File: src/rtl/sensor_link_ctrl_if.sv
// Signal bundle for sensor_link_ctrl: Nios II custom-instruction side, UART byte
// handshakes and the unsolicited-frame alarm output.
interface sensor_link_ctrl_if;
  logic        clk_en;
  logic        start;
  logic [31:0] dataa;
  logic [31:0] result;
  logic        done;
  logic        busy;
  logic [7:0]  tx_byte;
  logic        tx_valid;
  logic        tx_done;
  logic [7:0]  rx_byte;
  logic        rx_valid;
  logic        alarm_valid;
  logic [7:0]  alarm_data;

  modport slave (
    input  clk_en, start, dataa, tx_done, rx_byte, rx_valid,
    output result, done, busy, tx_byte, tx_valid, alarm_valid, alarm_data
  );

  modport master (
    output clk_en, start, dataa, tx_done, rx_byte, rx_valid,
    input  result, done, busy, tx_byte, tx_valid, alarm_valid, alarm_data
  );
endinterface

File: src/rtl/sensor_link_ctrl.sv
// Multicycle custom-instruction controller: sends a sensor address over UART, collects a
// {data, check} reply with retries, and reports unsolicited valid frames as alarms.
module sensor_link_ctrl #(
  parameter int         NUM_SENSORS    = 16,
  parameter int         TIMEOUT_CYCLES = 500000,
  parameter int         MAX_RETRIES    = 2,
  parameter logic [7:0] CHECKSUM_KEY   = 8'h37
) (
  input  logic              clk,
  input  logic              reset,
  sensor_link_ctrl_if.slave bus
);

  localparam int                 TIMER_W     = $clog2(TIMEOUT_CYCLES + 1);
  localparam logic [TIMER_W-1:0] TIMER_LAST  = TIMER_W'(TIMEOUT_CYCLES - 1);
  localparam logic [2:0]         RETRY_LIMIT = 3'(MAX_RETRIES);
  localparam logic [8:0]         ADDR_LIMIT  = 9'(NUM_SENSORS);

  typedef enum logic [2:0] {
    IDLE,
    SEND,
    WAIT_D,
    WAIT_C,
    VERIFY,
    RESPOND,
    A_CHK
  } state_t;

  typedef enum logic [1:0] {
    ST_OK      = 2'b00,
    ST_TIMEOUT = 2'b01,
    ST_CHKFAIL = 2'b10,
    ST_BADADDR = 2'b11
  } status_t;

  state_t             state;
  logic               pending;
  logic [7:0]         addr;
  logic [7:0]         data_byte;
  logic [7:0]         check_byte;
  logic [TIMER_W-1:0] timer;
  logic [2:0]         retry;

  logic [31:0]        result_q;
  logic               done_q;
  logic               busy_q;
  logic [7:0]         tx_byte_q;
  logic               tx_valid_q;
  logic               alarm_valid_q;
  logic [7:0]         alarm_data_q;

  logic               accept;
  logic               deadline;
  logic               check_ok;
  logic               alarm_ok;
  logic               fail_now;
  status_t            fail_status;
  logic [7:0]         fail_data;
  logic               unused_dataa_upper;

  assign accept             = bus.start && bus.clk_en && !pending && !busy_q;
  assign deadline           = (timer >= TIMER_LAST);
  assign check_ok           = (check_byte == (data_byte ^ CHECKSUM_KEY));
  assign alarm_ok           = (bus.rx_byte == (data_byte ^ CHECKSUM_KEY));
  assign unused_dataa_upper = ^bus.dataa[31:8];

  // A byte arriving on the deadline cycle beats the timeout.
  always_comb begin
    fail_now    = 1'b0;
    fail_status = ST_TIMEOUT;
    fail_data   = 8'h00;
    case (state)
      WAIT_D, WAIT_C: fail_now = !bus.rx_valid && deadline;
      VERIFY: begin
        if (!check_ok) begin
          fail_now    = 1'b1;
          fail_status = ST_CHKFAIL;
          fail_data   = data_byte;
        end
      end
      default: fail_now = 1'b0;
    endcase
  end

  always_ff @(posedge clk) begin
    if (reset) begin
      state         <= IDLE;
      pending       <= 1'b0;
      addr          <= 8'h00;
      data_byte     <= 8'h00;
      check_byte    <= 8'h00;
      timer         <= '0;
      retry         <= 3'd0;
      result_q      <= 32'h0;
      done_q        <= 1'b0;
      busy_q        <= 1'b0;
      tx_byte_q     <= 8'h00;
      tx_valid_q    <= 1'b0;
      alarm_valid_q <= 1'b0;
      alarm_data_q  <= 8'h00;
    end else begin
      done_q        <= 1'b0;
      alarm_valid_q <= 1'b0;

      // Requests are latched in any state, so one arriving mid-alarm waits in pending.
      if (accept) begin
        pending <= 1'b1;
        addr    <= bus.dataa[7:0];
        busy_q  <= 1'b1;
      end

      case (state)
        IDLE: begin
          if (pending) begin
            pending <= 1'b0;
            retry   <= 3'd0;
            if ({1'b0, addr} >= ADDR_LIMIT) begin
              state    <= RESPOND;
              done_q   <= 1'b1;
              result_q <= {14'b0, ST_BADADDR, addr, 8'h00};
            end else begin
              state      <= SEND;
              tx_valid_q <= 1'b1;
              tx_byte_q  <= addr;
            end
          end else if (bus.rx_valid) begin
            data_byte <= bus.rx_byte;
            timer     <= '0;
            state     <= A_CHK;
          end
        end

        SEND: begin
          if (bus.tx_done) begin
            tx_valid_q <= 1'b0;
            timer      <= '0;
            state      <= WAIT_D;
          end
        end

        WAIT_D: begin
          timer <= timer + 1'b1;
          if (bus.rx_valid) begin
            data_byte <= bus.rx_byte;
            state     <= WAIT_C;
          end
        end

        WAIT_C: begin
          timer <= timer + 1'b1;
          if (bus.rx_valid) begin
            check_byte <= bus.rx_byte;
            state      <= VERIFY;
          end
        end

        VERIFY: begin
          if (check_ok) begin
            state    <= RESPOND;
            done_q   <= 1'b1;
            result_q <= {14'b0, ST_OK, addr, data_byte};
          end
        end

        RESPOND: begin
          busy_q <= 1'b0;
          state  <= IDLE;
        end

        A_CHK: begin
          if (bus.rx_valid) begin
            if (alarm_ok) begin
              alarm_valid_q <= 1'b1;
              alarm_data_q  <= data_byte;
            end
            state <= IDLE;
          end else if (deadline) begin
            state <= IDLE;
          end else begin
            timer <= timer + 1'b1;
          end
        end

        default: state <= IDLE;
      endcase

      // Failure handling overrides the per-state next state chosen above.
      if (fail_now) begin
        if (retry < RETRY_LIMIT) begin
          retry      <= retry + 3'd1;
          state      <= SEND;
          tx_valid_q <= 1'b1;
          tx_byte_q  <= addr;
        end else begin
          state    <= RESPOND;
          done_q   <= 1'b1;
          result_q <= {14'b0, fail_status, addr, fail_data};
        end
      end
    end
  end

  assign bus.result      = result_q;
  assign bus.done        = done_q;
  assign bus.busy        = busy_q;
  assign bus.tx_byte     = tx_byte_q;
  assign bus.tx_valid    = tx_valid_q;
  assign bus.alarm_valid = alarm_valid_q;
  assign bus.alarm_data  = alarm_data_q;

endmodule

File: src/flat_wrapper.sv
// flat-port wrapper written by rule: the top's interface ports become plain ports
module sensor_link_ctrl_flat 
#(
  parameter int         NUM_SENSORS    = 16,
  parameter int         TIMEOUT_CYCLES = 500000,
  parameter int         MAX_RETRIES    = 2,
  parameter logic [7:0] CHECKSUM_KEY   = 8'h37
)
  (clk, reset, bus_clk_en, bus_start, bus_dataa, bus_tx_done, bus_rx_byte, bus_rx_valid, bus_result, bus_done, bus_busy, bus_tx_byte, bus_tx_valid, bus_alarm_valid, bus_alarm_data);
  sensor_link_ctrl_if bus_i ();
  input  logic clk;
  input  logic reset;
  input wire logic [$bits(bus_i.clk_en)-1:0] bus_clk_en;
  input wire logic [$bits(bus_i.start)-1:0] bus_start;
  input wire logic [$bits(bus_i.dataa)-1:0] bus_dataa;
  input wire logic [$bits(bus_i.tx_done)-1:0] bus_tx_done;
  input wire logic [$bits(bus_i.rx_byte)-1:0] bus_rx_byte;
  input wire logic [$bits(bus_i.rx_valid)-1:0] bus_rx_valid;
  output wire logic [$bits(bus_i.result)-1:0] bus_result;
  output wire logic [$bits(bus_i.done)-1:0] bus_done;
  output wire logic [$bits(bus_i.busy)-1:0] bus_busy;
  output wire logic [$bits(bus_i.tx_byte)-1:0] bus_tx_byte;
  output wire logic [$bits(bus_i.tx_valid)-1:0] bus_tx_valid;
  output wire logic [$bits(bus_i.alarm_valid)-1:0] bus_alarm_valid;
  output wire logic [$bits(bus_i.alarm_data)-1:0] bus_alarm_data;
  assign bus_i.clk_en = bus_clk_en;
  assign bus_i.start = bus_start;
  assign bus_i.dataa = bus_dataa;
  assign bus_i.tx_done = bus_tx_done;
  assign bus_i.rx_byte = bus_rx_byte;
  assign bus_i.rx_valid = bus_rx_valid;
  assign bus_result = bus_i.result;
  assign bus_done = bus_i.done;
  assign bus_busy = bus_i.busy;
  assign bus_tx_byte = bus_i.tx_byte;
  assign bus_tx_valid = bus_i.tx_valid;
  assign bus_alarm_valid = bus_i.alarm_valid;
  assign bus_alarm_data = bus_i.alarm_data;
  sensor_link_ctrl #(.NUM_SENSORS(NUM_SENSORS), .TIMEOUT_CYCLES(TIMEOUT_CYCLES), .MAX_RETRIES(MAX_RETRIES), .CHECKSUM_KEY(CHECKSUM_KEY)) u_core (.clk(clk), .reset(reset), .bus(bus_i));
endmodule
File: config.mk
export PLATFORM = sky130hd
export DESIGN_NAME = sensor_link_ctrl_flat
export DESIGN_NICKNAME = d
export VERILOG_FILES = /design/src/rtl/sensor_link_ctrl_if.sv /design/src/rtl/sensor_link_ctrl.sv /design/src/flat_wrapper.sv
export SDC_FILE = /design/constraint.sdc
export NUM_CORES = 1
export LEC_CHECK = 0
export ABC_AREA = 1
export BUFFER_PORTS_ARGS = -buffer_cell sky130_fd_sc_hd__buf_2
export CORE_ASPECT_RATIO = 2
export CORE_MARGIN = 5
export CORE_UTILIZATION = 26
export CTS_BUF_LIST = sky130_fd_sc_hd__clkbuf_4 sky130_fd_sc_hd__clkbuf_8
export CTS_CLUSTER_SIZE = 25
export DETAILED_ROUTE_END_ITERATION = 7
export HOLD_SLACK_MARGIN = 0.02
export PLACE_DENSITY = 0.48
export SYNTH_ARGS = -nofsm -noshare
export SYNTH_HDL_FRONTEND = slang
export SYNTH_SLANG_ARGS = --single-unit
File: constraint.sdc
create_clock -name clk -period 2 [get_ports clk]
set_clock_uncertainty 0.05 [all_clocks]
set_input_delay 0.3 -clock clk [delete_from_list [all_inputs] [get_ports clk]]
set_output_delay 0.3 -clock clk [all_outputs]
set_load 0.01 [all_outputs]
# After elaboration in Yosys (flattened, before gate mapping)
# Index checks and enable logic that the tools add are counted.
[op_classes]
order_cmp = 3
muxes = 58
reduce_logical = 18
addsub = 2
n_bitwise = 3
eq_ne = 19
[ops]
columns = ["cell", "count"]
rows = [
  ["$mux W32", 5],
  ["$mux W19", 5],
  ["$pmux W19 S4", 1],
  ["$mux W8", 9],
  ["$pmux W32 S2", 1],
  ["$mux W3", 15],
  ["$add A19 B1 Y19 const B", 1],
  ["$ge A19 B19 Y1 const B", 1],
  ["$pmux W3 S6", 1],
  ["$eq A8 B8 Y1", 2],
  ["$pmux W8 S2", 1],
  ["$mux W1", 15],
  ["$reduce_and A6 Y1", 2],
  ["$ne A2 B2 Y1 const B", 5],
  ["$eq A3 B3 Y1 const B", 3],
  ["$ne A3 B2 Y1 const B", 3],
  ["$ge A8 B5 Y1 const B", 1],
  ["$ne A4 B2 Y1 const B", 2],
  ["$eq A3 B2 Y1 const B", 2],
  ["$pmux W1 S2", 3],
  ["$not A5 Y5", 1],
  ["$logic_and A1 B1 Y1", 4],
  ["$mux W2", 2],
  ["$reduce_and A2 Y1", 2],
  ["other kinds (12)", 16],
]
[totals]
out_inout_bits = 52
input_bits = 46
ff_bits = 102
wordCells = 117

# Logic depth before layout (Yosys ltp)
# Gate-level depths: netlist of the first run.
[depth]
depth_word = 6
ltp_mapped = 14
mapped_depth_nobuf = 13

# Worst setup path after synthesis of the first run
# Ideal clock, no wire load.
[synth_timing]
path_kind = "register to register"
from = "register u_core.timer[1]"
to = "register u_core.result_q[21], in the netlist u_core.bus.result[21]"
stages_incl_launch_ff = 14
n_path_buf = 1
arrival_time_ns = 1.621
path_slack_ns = 0.216
setup_time_ns = 0.113
synth_period_minus_slack_ns = 1.784
cell_sequence = "dfxtp_1 ha_1 nand2_1 inv_1 nand2_1 nor2_1 nand3_1 nand3_2 nand2_1 nand2_4 nand2_4 inv_2 buf_4 nor2_1"
[synth_between]
elab_chain_len = 4
[synth_lines]
columns = ["element", "line", "source"]
rows = [
  ["start: declaration", "sensor_link_ctrl.sv:41", "logic [TIMER_W-1:0] timer;"],
  ["start signal: assignment", "sensor_link_ctrl.sv:142", "timer <= timer + 1'b1;"],
  ["start signal: assignment", "sensor_link_ctrl.sv:150", "timer <= timer + 1'b1;"],
  ["start signal: assignment", "sensor_link_ctrl.sv:180", "timer <= timer + 1'b1;"],
  ["$ge A19 B19 Y1", "sensor_link_ctrl.sv:62", "assign deadline = (timer >= TIMER_LAST);"],
  ["$logic_and A1 B1 Y1", "sensor_link_ctrl.sv:73", "WAIT_D, WAIT_C: fail_now = !bus.rx_valid && deadline;"],
  ["$pmux W1 S2", "sensor_link_ctrl.sv:72", "case (state)"],
  ["$mux W32", "sensor_link_ctrl.sv:188", "if (fail_now) begin"],
  ["end signal: assignment", "sensor_link_ctrl.sv:120", "result_q <= {14'b0, ST_BADADDR, addr, 8'h00};"],
  ["end signal: assignment", "sensor_link_ctrl.sv:161", "result_q <= {14'b0, ST_OK, addr, data_byte};"],
  ["end signal: assignment", "sensor_link_ctrl.sv:197", "result_q <= {14'b0, fail_status, addr, fail_data};"],
  ["end: declaration", "sensor_link_ctrl.sv:44", "logic [31:0] result_q;"],
]
# Every way passes these cells.
# A chain may end at the register's enable or synchronous reset.

# Worst setup path after layout of the first run
[layout_timing]
from = "register u_core.timer[9]"
to = "register u_core.timer[3]"
[layout_between]
elab_chain_len = 3
[layout_lines]
columns = ["element", "line"]
rows = [
  ["$ge A19 B19 Y1", "sensor_link_ctrl.sv:62"],
  ["$ne A2 B2 Y1 (no source line)", "-"],
  ["$reduce_and A6 Y1 (no source line)", "-"],
]
# Every way passes these cells.

==> results of run 1 <==
[layout make-up]
type | count | area, um^2 | area share, %
Multi-Input combinational cell | 541 | 2534 | 40.78
Sequential cell | 102 | 2049 | 32.98
Clock inverter | 4 | 30.03 | 0.4833
Clock buffer | 12 | 158.9 | 2.557
Timing Repair Buffer | 134 | 868.3 | 13.98
Tap cell | 255 | 319.1 | 5.135
Inverter | 67 | 254.0 | 4.088
[critical path: stages, from the launching register on]
cell and delay (ps):
dfxtp_1 360, nor2_2 240, nand2_1 90, nand2_1 70, nor2_1 50, nand2_1 80
nand3_2 80, buf_4 160, nand2_1 90, nand2_4 90, buf_6 150, o21ai_0 170
a21oi_1 90
[per-layer routing]
layer  wire length [um]  up-vias  share of wire, %
li1                   -     2614                 -
met1               5979     2290                37
met2               9267       63                58
met3                299       21               1.9
met4                412        0               2.6
met5                  0        -                 0
[metrics by stage]
| step | power (mW) | area (um^2) | util, % |
|---|---|---|---|
| finish | 5.964 | 6213 | 33.15 |
| global route | 6.351 | 6213 | 33.15 |
| CTS | 5.914 | 6140 | 32.75 |
| detailed placement | 4.578 | 5947 | 31.73 |
| global placement | 4.581 | 5947 | 31.73 |
| floorplan | 3.630 | 4940 | - |
[registers in the layout, indices dropped and copies added (netlist names), 3 cells and up]
signal	flops
u_core.check_byte	8
u_core.data_byte	8
u_core.timer	19
u_core.retry	3
u_core.addr	8
u_core.bus.tx_byte	8
u_core.bus.result	32
u_core.state	3
u_core.bus.alarm_data	8
[timing repair]
action,CTS,global route
resized for setup,1,23
gates cloned,0,1
endpoints found under the setup margin,1,61
pin swaps,0,2
buffers inserted,0,1
[report_power, final]
part | leakage [nW] | internal (mW) | switching [mW]
Clock | 0.0964 | 0.541 | 0.766
Sequential | 0.829 | 2.22 | 0.152
Combinational | 1.81 | 0.903 | 1.39
Total | 2.74 | 3.66 | 2.30
[layout by cell type, fill, tap and decap left out, types with 7 or more instances in the layout]
| cell type | n |
|---|---|
| nand3_1 | 46 |
| a21oi_1 | 69 |
| clkbuf_8 | 11 |
| nand2_1 | 202 |
| nor2_1 | 95 |
| xor2_1 | 7 |
| dfxtp_1 | 96 |
| nor3_1 | 14 |
| buf_2 | 73 |
| nand4_1 | 12 |
| inv_1 | 62 |
| o21ai_0 | 49 |
| buf_4 | 56 |
[logic make-up (layout without fill, tap and decap cells)]
family	count (synthesis)	after routing	share of synthesized area [%]
xor gates and xnor gates	13	13	2.305
adders and majority gates	2	2	0.5065
and+or+nand+nor	400	400	34.40
buffers and inverters	97	217	8.282
AOI/OAI and AO/OA	126	126	13.17
DFF	102	102	41.34
[worst paths after layout]
| kind | from | endpoint | slack [ps] | cells past startpoint |
|---|---|---|---|---|
| worst max register to register | u_core.timer[9]$_SDFFE_PP0P_ | u_core.timer[3]$_SDFFE_PP0P_ | 120 | 12 |
| worst min-delay path | bus_dataa[4] | u_core.addr[4]$_SDFFE_PP0P_ | 90 | 3 |
| worst max-delay path | u_core.timer[9]$_SDFFE_PP0P_ | u_core.timer[3]$_SDFFE_PP0P_ | 120 | 12 |
| worst min register to register | u_core.bus.result[18]$_SDFF_PP0_ | u_core.bus.result[18]$_SDFF_PP0_ | 390 | 2 |
==> impl_metrics.csv, run 1 <==
group,metric,value,unit
routing,drc_errors,0,
yosys,synthDistinctLibCells,34,
timing,worst_pin_slew,572.8,ps
clock_tree,clk_latency,380,ps
yosys,syn_nets,788,
yosys,postSynthAreaPerCell,6.675,um^2
cells_and_area,num-fill-cells,2118,
yosys,synth.top_cell.area_share,41.34,%
global_routing,grtUsageMet1,14.53,%
yosys,yosys-top-cells-area,"dfxtp_1 41%, nand2_1 16%, nor2_1 7.3%",
routing,drt_iter0_drc,179,
timing,hold_viol,0,
clock_tree,cts_made_buffers,9,
timing,worst_slack,115.6,ps
global_routing,grt_overflow_total,0,
die,initial_utilization,26.35,%
yosys,syn_inst,740,
worst_setup_path,criticalPathCategory,"reg2reg",
routing,routed_wl,15960,um
clock_tree,clk_pin_slew,100,ps
die,coreArea,18740,um^2
global_routing,grt_pass1_wl,25340,um
die,die_h,204.9,um
global_routing,grt_usage,14.68,%
global_routing,grt_pass1_vias,4998,
global_routing,met2_usage,29.48,%
power_and_ir_drop,power-per-cell-area,959.9,nW/um^2
die,rows,71,
timing,post-route-period-util,94.22,%
timing,fmax,0.5307,GHz
routing,final_antenna_net_count,0,
timing,holdWs,89.91,ps
placed_design,dpl_worst_slack,3.185,ps
global_routing,use_met3,1.734,%
power_and_ir_drop,ir_drop,0.4319,mV
outcome,status,"complete, no violations",
placed_design,port_buffers,73,
worst_setup_path,arrival,2110,ps
yosys,synth_edf_count,0,
worst_setup_path,critPathMaxFanout,7,
yosys,synth_flop_cell,"dfxtp_1",
timing,setup_tns,0,ps
cells_and_area,area_growth,25.79,%
cells_and_area,nets,903,
yosys,synthTopCellsByCount,"207 x nand2_1, 102 x dfxtp_1, 96 x nor2_1",
die,die_w,107.5,um
routing,avgViaCountPerCell,4.474,
clock_tree,cts_hold_buf,0,
routing,routedWlPerCell,14.31,um
timing,max-slew-margin-rel,61.46,%
global_routing,grt_busiest_layer,"met2",
clock_tree,root_buffer,"clkbuf_8",
yosys,ys_ff_latch,102,
cells_and_area,diodes,0,
die,ios,98,
yosys,syn_area,4940,um^2
run,cap_violations,0,
timing,setup_violations,0,
routing,vias,4988,
global_routing,antenna_found_initial,0,
timing,final_max_slew_viol_count,0,
worst_setup_path,start_kind,"flop",
global_routing,grt_max_degree,38,
clock_tree,cts.sinks,102,
clock_tree,htreeDepth,3,
yosys,yosys.area.top_type,"dfxtp_1",
clock_tree,cts_buffer_depth,2,
yosys,ys_seq_area_share,41.34,%
placed_design,place_hpwl,12380,um
routing,dr.pass1.iters,4,
hold_path,hp-class,"in2reg",
power_and_ir_drop,p_leak,2.740,nW
placed_design,dp.cells,1097,
cells_and_area,layout.cells.non_filler,1115,
clock_tree,cts_tree,"done",
cells_and_area,drive_gt1_share,21.05,%
worst_setup_path,endpoint_kind,"flop",
yosys,yosysMostFrequentCell,"nand2_1",
placed_design,gp_congestion,0.8285,
yosys,ys_async_sr_fraction,0,%
die,die-area,22020,um^2
timing,fin_crit,1884,ps
yosys,ys_warn_count,0,
worst_setup_path,cp_data_required_time,2220,ps
Note: power is estimated with default switching activity, not from simulation.
==> inputs of run 2 (changes only) <==
--- a/config.mk
+++ b/config.mk
@@ -14,7 +14,7 @@
 export CTS_CLUSTER_SIZE = 25
 export DETAILED_ROUTE_END_ITERATION = 7
 export HOLD_SLACK_MARGIN = 0.02
-export PLACE_DENSITY = 0.48
+export PLACE_DENSITY = 0.49
 export SYNTH_ARGS = -nofsm -noshare
 export SYNTH_HDL_FRONTEND = slang
 export SYNTH_SLANG_ARGS = --single-unit
==> constraint.sdc (replaced) <==
create_clock -name clk -period 1.7 [get_ports clk]
set_clock_uncertainty 0.05 [all_clocks]
set_input_delay 0.255 -clock clk [delete_from_list [all_inputs] [get_ports clk]]
set_output_delay 0.255 -clock clk [all_outputs]
set_load 0.01 [all_outputs]
==> impl_metrics.csv, run 2 (same netlist as run 1, synthesis figures left out) <==
group,metric,value,unit
clock_tree,htreeDepth,3,
outcome,status,"complete, but fails checks",
die,ios,98,
global_routing,grt_max_degree,38,
timing,max-slew-margin-rel,69.13,%
worst_setup_path,slowest_delay,390,ps
worst_setup_path,arrival,2010,ps
routing,dr.pass1.iters,6,
clock_tree,cts_made_buffers,9,
clock_tree,cts_tree,"done",
routing,avgViaCountPerCell,4.529,
clock_tree,cts_buffer_depth,2,
global_routing,grt_pass1_wl,27090,um
die,die_w,107.5,um
global_routing,grt_overflow_total,0,
cells_and_area,diodes,0,
cells_and_area,area_growth,46.78,%
worst_setup_path,endpoint_kind,"flop",
worst_setup_path,crit_family,"simple AND/OR/NAND/NOR gates",
worst_setup_path,crit_buf_inv,2,
worst_setup_path,r2r_start,"u_core.timer[0]$_SDFFE_PP0P_",
global_routing,antenna_found_initial,0,
clock_tree,clk_pin_slew,100,ps
cells_and_area,num-fill-cells,2021,
placed_design,gp_congestion,0.8731,
worst_setup_path,start_kind,"flop",
die,rows,71,
worst_setup_path,r2r_cells,13,
die,coreArea,18740,um^2
worst_setup_path,cp_data_required_time,1900,ps
cells_and_area,final_cell_mix,"191 x nand2_1, 105 x buf_4, 87 x dfxtp_1",
die,die-area,22020,um^2
power_and_ir_drop,power.total,7.886,mW
cells_and_area,final_common_cell,"nand2_1",
worst_setup_path,criticalPathCategory,"reg2reg",
power_and_ir_drop,p_leak,3.169,nW
worst_setup_path,r2r_slack,-100,ps
cells_and_area,final_util,38.68,%
worst_setup_path,crit_start,"u_core.timer[0]$_SDFFE_PP0P_",
cells_and_area,largest_reg_flops,32,
global_routing,grt_pass1_vias,5545,
timing,setup_tns,-2403,ps
routing,drc_errors,0,
routing,routed_wl,16730,um
routing,routedWlPerCell,14.15,um
timing,holdWs,57.28,ps
die,initial_utilization,26.35,%
timing,rsz0062_at_grt,"true",
cells_and_area,nets,970,
cells_and_area,drive_gt1_share,36.89,%
timing,fin_crit,1803,ps
routing,drt_iter0_drc,225,
global_routing,grt_usage,15.59,%
worst_setup_path,setup.worst_path.end,"u_core.bus.result[5]$_SDFF_PP0_",
worst_setup_path,path_depth,13,
timing,final_max_slew_viol_count,0,
die,die_h,204.9,um
timing,fmax,0.5547,GHz
clock_tree,clk_latency,380,ps
outcome,failed_checks,"setup timing",
timing,setup_violations,46,
worst_setup_path,timing.rr.end,"u_core.bus.result[5]$_SDFF_PP0_",
timing,worst_pin_slew,463.1,ps
timing,post-route-period-util,106.1,%
power_and_ir_drop,power-per-cell-area,1088,nW/um^2
worst_setup_path,crit_path_top_delay_cell,"dfxtp_4",
timing,worst_slack,-102.9,ps
routing,final_antenna_net_count,0,
worst_setup_path,critPathMaxFanout,8,
clock_tree,cts.sinks,102,
placed_design,place_hpwl,12590,um
clock_tree,root_buffer,"clkbuf_8",
worst_setup_path,crit_chain,"ha_4, nand2_2, inv_2, nand2_2, nor2_2, nand3_2, nand3_4, nand2_4, nand2_8, nand2_8, buf_6, nand2_1, a21oi_1",
routing,vias,5353,
placed_design,port_buffers,73,
run,cap_violations,0,
timing,hold_viol,0,
power_and_ir_drop,ir_drop,0.6090,mV
hold_path,hp-class,"in2reg",
## run 2: how the worst min path moves through the flow
stage	depth (start not counted)	endpoint	start	slack [ps]
after floorplan	2	u_core.addr[0]$_SDFFE_PP0P_	bus_dataa[0]	340
after global placement	2	u_core.bus.result[29]$_SDFF_PP0_	u_core.bus.result[29]$_SDFF_PP0_	370
after detailed placement	2	u_core.bus.result[23]$_SDFF_PP0_	u_core.bus.result[23]$_SDFF_PP0_	370
after CTS	3	u_core.addr[6]$_SDFFE_PP0P_	bus_dataa[6]	40
after global routing	3	u_core.addr[3]$_SDFFE_PP0P_	bus_dataa[3]	80
final	3	u_core.addr[0]$_SDFFE_PP0P_	bus_dataa[0]	60
## run 2: what timing repair did
action                                  4_1_cts  5_1_grt
buffers inserted                              4        5
hold endpoints to repair                      0        0
endpoints found under the setup margin       75       82
gates cloned                                  3        2
gates resized for setup                      64      112
hold buffers                                  0        0
pin swaps                                    20       22
## run 2: area by class of cell
class                           instances  area, um^2  share of cell area, %
Clock buffer                           11       145.1                  2.002
Clock inverter                          5       56.30                 0.7765
Inverter                               67       267.8                  3.693
Multi-Input combinational cell        542        2958                  40.79
Sequential cell                       102        2063                  28.46
Tap cell                              255       319.1                  4.400
Timing Repair Buffer                  199        1434                  19.78
Timing Repair inverter                  1       7.507                 0.1035
## run 2: where the power goes
| part | total [mW] | switching (mW) | internal (mW) | leakage, nW |
|---|---|---|---|---|
| clock | 1.62 | 0.883 | 0.739 | 0.103 |
| sequential | 2.80 | 0.182 | 2.62 | 0.833 |
| combinational | 3.46 | 1.94 | 1.52 | 2.23 |
| total | 7.89 | 3.00 | 4.88 | 3.17 |
## run 2: per-stage QoR
stage	setup slack [ps]	cell area (um^2)	cells
5_1_grt	-209.3	7251	1182
3_5_place_dp	-178.3	6392	1152
3_3_place_gp	-177.9	6392	1152
6_report	-102.9	7251	1182
4_1_cts	-119.4	6862	1175
2_1_floorplan	9.288	4960	740
## run 2: metal layers
| metal | vias to the layer above | wire length [um] | global-route usage (%) |
|---|---|---|---|
| met5 | - | 0 | 0 |
| met2 | 78 | 9591 | 31.14 |
| li1 | 2747 | - | - |
| met3 | 37 | 377 | 1.734 |
| met1 | 2491 | 6091 | 15.42 |
| met4 | 0 | 669 | 7.449 |
## run 2: tightest hold or removal path, stage by stage
cell,delay [ps]
buf_2,70
nor2_1,40
nor2_1,80
